<file path="src/rtl/simple_spi_pkg.sv">
// rtl/simple_spi_pkg.sv - shared state type, synchronizer depth and SPI mode-0 edge constants
package simple_spi_pkg;

    typedef enum logic {
        IDLE,
        ACTIVE
    } state_t;

    localparam int SYNC_STAGES = 2;

    localparam logic SPI_CPOL = 1'b0;
    localparam logic SPI_CPHA = 1'b0;
    // Modes 0 and 3 sample on the SCK rising edge and shift on the falling edge.
    localparam logic SAMPLE_ON_RISE = (SPI_CPOL == SPI_CPHA);

endpackage

</file>
<file path="src/rtl/spi_sync_edge.sv">
// rtl/spi_sync_edge.sv - multi-flop synchronizer with optional single-cycle rise/fall detection
module spi_sync_edge
    import simple_spi_pkg::*;
#(
    parameter logic RESET_VAL = 1'b0,
    parameter bit   EDGE_EN   = 1'b1
) (
    input  logic clk,
    input  logic rst_n,
    input  logic din,
    output logic dout,
    output logic rise,
    output logic fall
);

    logic [SYNC_STAGES-1:0] sync_q, sync_d;

    always_comb begin
        sync_d = {sync_q[SYNC_STAGES-2:0], din};
    end

    always_ff @(posedge clk or negedge rst_n) begin
        if (!rst_n) begin
            sync_q <= {SYNC_STAGES{RESET_VAL}};
        end else begin
            sync_q <= sync_d;
        end
    end

    assign dout = sync_q[SYNC_STAGES-1];

    generate
        if (EDGE_EN) begin : g_edge
            logic prev_q, prev_d;

            always_comb begin
                prev_d = dout;
            end

            always_ff @(posedge clk or negedge rst_n) begin
                if (!rst_n) begin
                    prev_q <= RESET_VAL;
                end else begin
                    prev_q <= prev_d;
                end
            end

            assign rise = dout & ~prev_q;
            assign fall = ~dout & prev_q;
        end else begin : g_no_edge
            assign rise = 1'b0;
            assign fall = 1'b0;
        end
    endgenerate

endmodule

</file>
<file path="src/rtl/simple_spi_slave.sv">
// rtl/simple_spi_slave.sv - mode-0 SPI responder with one-entry tx holding register
// Optional tx_underrun/rx_abort pulses when SIMPLE_SPI_SLAVE_STATUS_EN is defined.
module simple_spi_slave
    import simple_spi_pkg::*;
#(
    parameter int unsigned            DATA_WIDTH = 8,
    parameter logic [DATA_WIDTH-1:0]  DEFAULT_TX = '0
) (
    input  logic                  clk,
    input  logic                  rst_n,
    input  logic [DATA_WIDTH-1:0] tx_data,
    input  logic                  tx_valid,
    output logic                  tx_ready,
    output logic [DATA_WIDTH-1:0] rx_data,
    output logic                  rx_valid,
    input  logic                  spi_clk,
    input  logic                  spi_cs_n,
    input  logic                  spi_mosi,
    output logic                  spi_miso
`ifdef SIMPLE_SPI_SLAVE_STATUS_EN
    ,
    output logic                  tx_underrun,
    output logic                  rx_abort
`endif
);

    localparam int CNT_W = $clog2(DATA_WIDTH);
    localparam logic [CNT_W-1:0] LAST_BIT = CNT_W'(DATA_WIDTH - 1);

    logic sck_rise, sck_fall, cs_rise, cs_fall, mosi_sync;
    logic sck_level_unused, cs_level_unused, mosi_rise_unused, mosi_fall_unused;
    logic sample_edge, shift_edge;

    spi_sync_edge #(.RESET_VAL(SPI_CPOL), .EDGE_EN(1'b1)) u_sck_sync (
        .clk  (clk),
        .rst_n(rst_n),
        .din  (spi_clk),
        .dout (sck_level_unused),
        .rise (sck_rise),
        .fall (sck_fall)
    );

    spi_sync_edge #(.RESET_VAL(1'b1), .EDGE_EN(1'b1)) u_cs_sync (
        .clk  (clk),
        .rst_n(rst_n),
        .din  (spi_cs_n),
        .dout (cs_level_unused),
        .rise (cs_rise),
        .fall (cs_fall)
    );

    spi_sync_edge #(.RESET_VAL(1'b0), .EDGE_EN(1'b0)) u_mosi_sync (
        .clk  (clk),
        .rst_n(rst_n),
        .din  (spi_mosi),
        .dout (mosi_sync),
        .rise (mosi_rise_unused),
        .fall (mosi_fall_unused)
    );

    assign sample_edge = SAMPLE_ON_RISE ? sck_rise : sck_fall;
    assign shift_edge  = SAMPLE_ON_RISE ? sck_fall : sck_rise;

    state_t                state_q, state_d;
    logic                  hold_full_q, hold_full_d;
    logic [DATA_WIDTH-1:0] hold_q, hold_d;
    logic [DATA_WIDTH-1:0] tx_shift_q, tx_shift_d;
    logic [DATA_WIDTH-1:0] rx_shift_q, rx_shift_d;
    logic [DATA_WIDTH-1:0] rx_data_q, rx_data_d;
    logic [CNT_W-1:0]      bit_cnt_q, bit_cnt_d;
    logic                  new_word_q, new_word_d;
    logic                  rx_done_q, rx_done_d;
    logic                  rx_valid_q, rx_valid_d;
    logic                  miso_q, miso_d;
    logic                  word_load;
    logic [DATA_WIDTH-1:0] load_word;
`ifdef SIMPLE_SPI_SLAVE_STATUS_EN
    logic                  underrun_q, underrun_d;
    logic                  abort_q, abort_d;
`endif

    always_comb begin
        state_d     = state_q;
        hold_full_d = hold_full_q;
        hold_d      = hold_q;
        tx_shift_d  = tx_shift_q;
        rx_shift_d  = rx_shift_q;
        rx_data_d   = rx_data_q;
        bit_cnt_d   = bit_cnt_q;
        new_word_d  = new_word_q;
        rx_done_d   = 1'b0;
        rx_valid_d  = rx_done_q;
        miso_d      = miso_q;
        word_load   = 1'b0;
        load_word   = DEFAULT_TX;
`ifdef SIMPLE_SPI_SLAVE_STATUS_EN
        underrun_d  = 1'b0;
        abort_d     = 1'b0;
`endif

        // rx_shift already holds the finished word one cycle after the last sample.
        if (rx_done_q) begin
            rx_data_d = rx_shift_q;
        end

        if (tx_valid && !hold_full_q) begin
            hold_full_d = 1'b1;
            hold_d      = tx_data;
        end

        case (state_q)
            IDLE: begin
                miso_d = 1'b0;
                if (cs_fall) begin
                    word_load = 1'b1;
                    bit_cnt_d = '0;
                    state_d   = ACTIVE;
                end
            end
            ACTIVE: begin
                if (cs_rise) begin
                    state_d    = IDLE;
                    miso_d     = 1'b0;
                    bit_cnt_d  = '0;
                    new_word_d = 1'b0;
`ifdef SIMPLE_SPI_SLAVE_STATUS_EN
                    abort_d    = (bit_cnt_q != '0);
`endif
                end else if (sample_edge) begin
                    rx_shift_d = {rx_shift_q[DATA_WIDTH-2:0], mosi_sync};
                    if (bit_cnt_q == LAST_BIT) begin
                        bit_cnt_d  = '0;
                        new_word_d = 1'b1;
                        rx_done_d  = 1'b1;
                    end else begin
                        bit_cnt_d = bit_cnt_q + 1'b1;
                    end
                end else if (shift_edge) begin
                    if (new_word_q) begin
                        word_load  = 1'b1;
                        new_word_d = 1'b0;
                    end else begin
                        miso_d     = tx_shift_q[DATA_WIDTH-1];
                        tx_shift_d = tx_shift_q << 1;
                    end
                end
            end
            default: state_d = IDLE;
        endcase

        // Only a full register is consumed, so a same-cycle write to an empty one survives.
        if (word_load) begin
            if (hold_full_q) begin
                load_word   = hold_q;
                hold_full_d = 1'b0;
            end
            miso_d     = load_word[DATA_WIDTH-1];
            tx_shift_d = load_word << 1;
`ifdef SIMPLE_SPI_SLAVE_STATUS_EN
            underrun_d = !hold_full_q;
`endif
        end
    end

    always_ff @(posedge clk or negedge rst_n) begin
        if (!rst_n) begin
            state_q     <= IDLE;
            hold_full_q <= 1'b0;
            hold_q      <= '0;
            tx_shift_q  <= '0;
            rx_shift_q  <= '0;
            rx_data_q   <= '0;
            bit_cnt_q   <= '0;
            new_word_q  <= 1'b0;
            rx_done_q   <= 1'b0;
            rx_valid_q  <= 1'b0;
            miso_q      <= 1'b0;
`ifdef SIMPLE_SPI_SLAVE_STATUS_EN
            underrun_q  <= 1'b0;
            abort_q     <= 1'b0;
`endif
        end else begin
            state_q     <= state_d;
            hold_full_q <= hold_full_d;
            hold_q      <= hold_d;
            tx_shift_q  <= tx_shift_d;
            rx_shift_q  <= rx_shift_d;
            rx_data_q   <= rx_data_d;
            bit_cnt_q   <= bit_cnt_d;
            new_word_q  <= new_word_d;
            rx_done_q   <= rx_done_d;
            rx_valid_q  <= rx_valid_d;
            miso_q      <= miso_d;
`ifdef SIMPLE_SPI_SLAVE_STATUS_EN
            underrun_q  <= underrun_d;
            abort_q     <= abort_d;
`endif
        end
    end

    assign tx_ready = !hold_full_q;
    assign rx_data  = rx_data_q;
    assign rx_valid = rx_valid_q;
    assign spi_miso = miso_q;
`ifdef SIMPLE_SPI_SLAVE_STATUS_EN
    assign tx_underrun = underrun_q;
    assign rx_abort    = abort_q;
`endif

endmodule

</file>
<file path="config.mk">
export PLATFORM = sky130hd
export DESIGN_NAME = simple_spi_slave
export DESIGN_NICKNAME = d
export VERILOG_FILES = /design/src/rtl/simple_spi_pkg.sv /design/src/rtl/spi_sync_edge.sv /design/src/rtl/simple_spi_slave.sv
export SDC_FILE = /design/constraint.sdc
export NUM_CORES = 1
export LEC_CHECK = 0
export BUFFER_PORTS_ARGS = -buffer_cell sky130_fd_sc_hd__buf_2
export CAP_MARGIN = 20
export CELL_PAD_IN_SITES_DETAIL_PLACEMENT = 0
export CELL_PAD_IN_SITES_GLOBAL_PLACEMENT = 1
export CORE_MARGIN = 2
export CORE_UTILIZATION = 39
export CTS_BUF_LIST = sky130_fd_sc_hd__clkbuf_8
export DETAILED_ROUTE_END_ITERATION = 10
export PLACE_DENSITY = 0.73
export SLEW_MARGIN = 10
export SYNTH_ARGS = -nofsm -noshare
export SYNTH_HDL_FRONTEND = slang
export SYNTH_SLANG_ARGS = --single-unit
</file>
<file path="constraint.sdc">
create_clock -name clk -period 1.5 [get_ports clk]
set_input_delay 0.15 -clock clk [delete_from_list [all_inputs] [get_ports clk]]
set_output_delay 0.15 -clock clk [all_outputs]
set_load 0.01 [all_outputs]
</file>
==> results_dict.tcl <==
set metrics [dict create \
    status "finished, violations left" \
    violations "negative setup slack" \
    synthTopCellsByArea "dfrtp_1 (59%), mux2_2 (15%), dfstp_2 (4.2%)" \
    relSlewSlack_pct 71.6 \
    timing.fmax_ghz 0.663 \
    yosysTopAreaCell "dfrtp_1" \
    tns_ns -0.00938 \
    drtIter0Drc 77 \
    clkSlewWorstSetupHoldPaths_ns 0.09 \
    synthTopCellsByCount "dfrtp_1 (45), mux2_2 (25), inv_1 (10)" \
    syn_inst 137 \
    grt_use_total_pct 14.1 \
    die_area_um2 5430 \
    routed_wl_um 3380 \
    io_buffers 24 \
    ios 25 \
    final_nets 202 \
    ys.flop_type "dfrtp_1" \
    hp-class "in2reg" \
    dp_slack_ns -0.0486 \
    hold_viol_final 0 \
    grt_pass1_wl_um 5750 \
    clock-sinks 48 \
    synth_fp_nets 153 \
    r2r_cells 4 \
    antenna_found_initial 0 \
    holdCritStartpoint "tx_data[4]" \
    max_stage_delay_ns 0.54 \
    ant_nets 0 \
    synth_warnings 0 \
    route.vias.total 1213 \
    rsz0062_at_grt "yes" \
    via_per_inst 5.03 \
    setup_violations 2 \
    synth-seq-cells 48 \
    leakagePower_nw 1.17 \
    ys_seq_area_share_pct 63.6 \
    first_pass_iters 4 \
    drv_cap 0 \
    htreeDepth 2 \
    tritoncts "built" \
    crit_path_end_kind "register" \
    yosysMostFrequentCell "dfrtp_1" \
    hold_slack_ns 0.0803 \
    worst_slack_ns -0.00796 \
    drc 0 \
    crit_chain "nand2b_4 > nand2_1 > nor2_4 > mux2_2" \
    cts.path.max_buffers 2 \
    finClkSkew_ns 0.00976 \
    cp-start-kind "register" \
    r2r_setup_slack_ns -0.008 \
    worstPathArrival_ns 1.69 \
    hold_path_depth 2 \
    coreArea_um2 4690 \
    path_class "reg2reg" \
    worstPathRequired_ns 1.68 \
    syn_avg_cell_area_um2 13.8 \
    finalCriticalPeriod_ns 1.51 \
    r2r_end "rx_shift_q[2]$_DFFE_PN0P_" \
    yosysTopAreaCellShare_pct 59.4 \
    cp_slowest_cell "dfstp_2" \
    antennaDiodeCount 0 \
    area_growth_pct 25.6 \
    routedWlPerCell_um 14.0 \
    drive_gt1_share_pct 46.0 \
    gp_congestion 0.869 \
    die_h_um 73.7 \
    power_density_nw_per_um2 1350 \
    worst_pin_slew_ns 0.427 \
    grt_pass1_vias 1249 \
    path_max_fanout 7 \
    row_count 25 \
    grt_max_degree 32 \
    cts_made_buffers 5 \
    synth_edf_count 0 \
    grt_overflow 0 \
    start_util_pct 40.4 \
    r2r-start "u_cs_sync.g_edge.prev_q$_DFF_PN1_" \
    vdd_ir_drop_max_v 0.000684 \
    worst_hold_path.endpoint "hold_q[4]$_DFFE_PN0P_" \
    clock_latency_ns 0.29 \
    dieWidth_um 73.7 \
    finalCritPeriodShare_pct 101 \
    synth_cell_types 31 \
    synth_area_um2 1900 \
    async_reset_ff_share_pct 100 \
    hpwl_um 2400 \
    cts_root_buf "clkbuf_8" \
    drv_slew 0 \
]
-- placed cells by master (no fill, tap or decap), types with 3 or more instances in the layout --
| master | n |
|---|---|
| mux2_2 | 20 |
| buf_4 | 15 |
| inv_1 | 11 |
| dfrtp_1 | 43 |
| a22o_1 | 3 |
| mux2_4 | 5 |
| a21oi_1 | 3 |
| clkbuf_8 | 5 |
| nor2_1 | 9 |
| nand2_1 | 5 |
| dfstp_2 | 3 |
| dlygate4sd3_1 | 4 |
| a221o_1 | 6 |
| buf_2 | 24 |
-- through the flow --
step	total power [mW]	cells	cell area, µm²	utilization [%]
after floorplan	2.22	137	1900	-
after global placement	2.40	224	2180	46.4
after detailed placement	2.45	224	2180	46.4
after CTS	3.22	238	2330	49.8
after global routing	3.44	241	2380	50.7
final	3.22	241	2380	50.7
-- report_power, final --
group          switching, mW  internal, mW
registers              0.215          1.62
logic                  0.250         0.412
clock network          0.408         0.319
total                  0.873          2.35
-- worst max-delay path by stage --
stage	start	end	slack (ns)	cells past startpoint
final	u_cs_sync.g_edge.prev_q$_DFF_PN1_	rx_shift_q[2]$_DFFE_PN0P_	-0.008	4
after global routing	u_cs_sync.sync_q[1]$_DFF_PN1_	tx_shift_q[4]$_DFFE_PN0P_	-0.08	5
after CTS	u_cs_sync.sync_q[1]$_DFF_PN1_	tx_shift_q[4]$_DFFE_PN0P_	-0.003	4
after detailed placement	u_cs_sync.sync_q[1]$_DFF_PN1_	tx_shift_q[4]$_DFFE_PN0P_	-0.05	4
after global placement	u_sck_sync.sync_q[1]$_DFF_PN0_	spi_miso$_DFFE_PN0P_	0.02	4
after floorplan	u_cs_sync.g_edge.prev_q$_DFF_PN1_	rx_shift_q[0]$_DFFE_PN0P_	0.03	4
-- flip-flops by register name, summed over array words and instances, names as in the netlist --
| register | cells |
|---|---|
| rx_valid | 1 |
| state_q | 1 |
| spi_miso | 1 |
| rx_done_q | 1 |
| hold_q | 8 |
| rx_shift_q | 8 |
| u_sck_sync.sync_q | 2 |
| u_cs_sync.g_edge.prev_q | 1 |
| new_word_q | 1 |
| u_sck_sync.g_edge.prev_q | 1 |
| rx_data | 8 |
| u_cs_sync.sync_q | 2 |
| bit_cnt_q | 3 |
| tx_shift_q | 7 |
| hold_full_q | 1 |
| u_mosi_sync.sync_q | 2 |
-- repair_timing --
| item | 4_1_cts | 5_1_grt |
|---|---|---|
| gates resized for setup | 4 | 7 |
| pin swaps | 10 | 5 |
| endpoints found under the setup margin | 8 | 13 |
| endpoints found under the hold margin | 20 | 0 |
| hold buffers | 4 | 0 |
| buffers inserted | 2 | 3 |
-- area by class of cell --
cell class / instances / area, µm²
clock buffers: 5 / 68.8
clock inverters: 3 / 16.3
fillers: 415 / 2310
inverters: 10 / 37.5
multi-input cells: 76 / 679
flip-flops and latches: 48 / 1210
well taps: 54 / 67.6
repair buffers: 45 / 304
-- per-layer routing --
metal	vias up	part of all wire [%]	global-route usage (%)
met5	-	0	0
met4	0	1.5	6.06
li1	582	-	-
met3	6	4.0	4.66
met1	601	47	19.3
met2	24	47	20.4
-- critical path: cells and delay by family (launching register included) --
family	cells	cell delay, ns
multiplexers	1	0.37
AND/OR/NAND/NOR	3	0.49
flip-flops	1	0.54
-- cells by family (layout without fill, tap and decap cells) --
group / Yosys count / after routing / synth area share [%]
compound gates: 22 / 22 / 9.51
fa+ha+maj: 3 / 3 / 1.85
buf+inv: 13 / 63 / 2.77
flops: 48 / 48 / 63.6
mux: 25 / 25 / 14.9
simple gates: 26 / 26 / 7.46
Power figures use the tool's default switching activity.
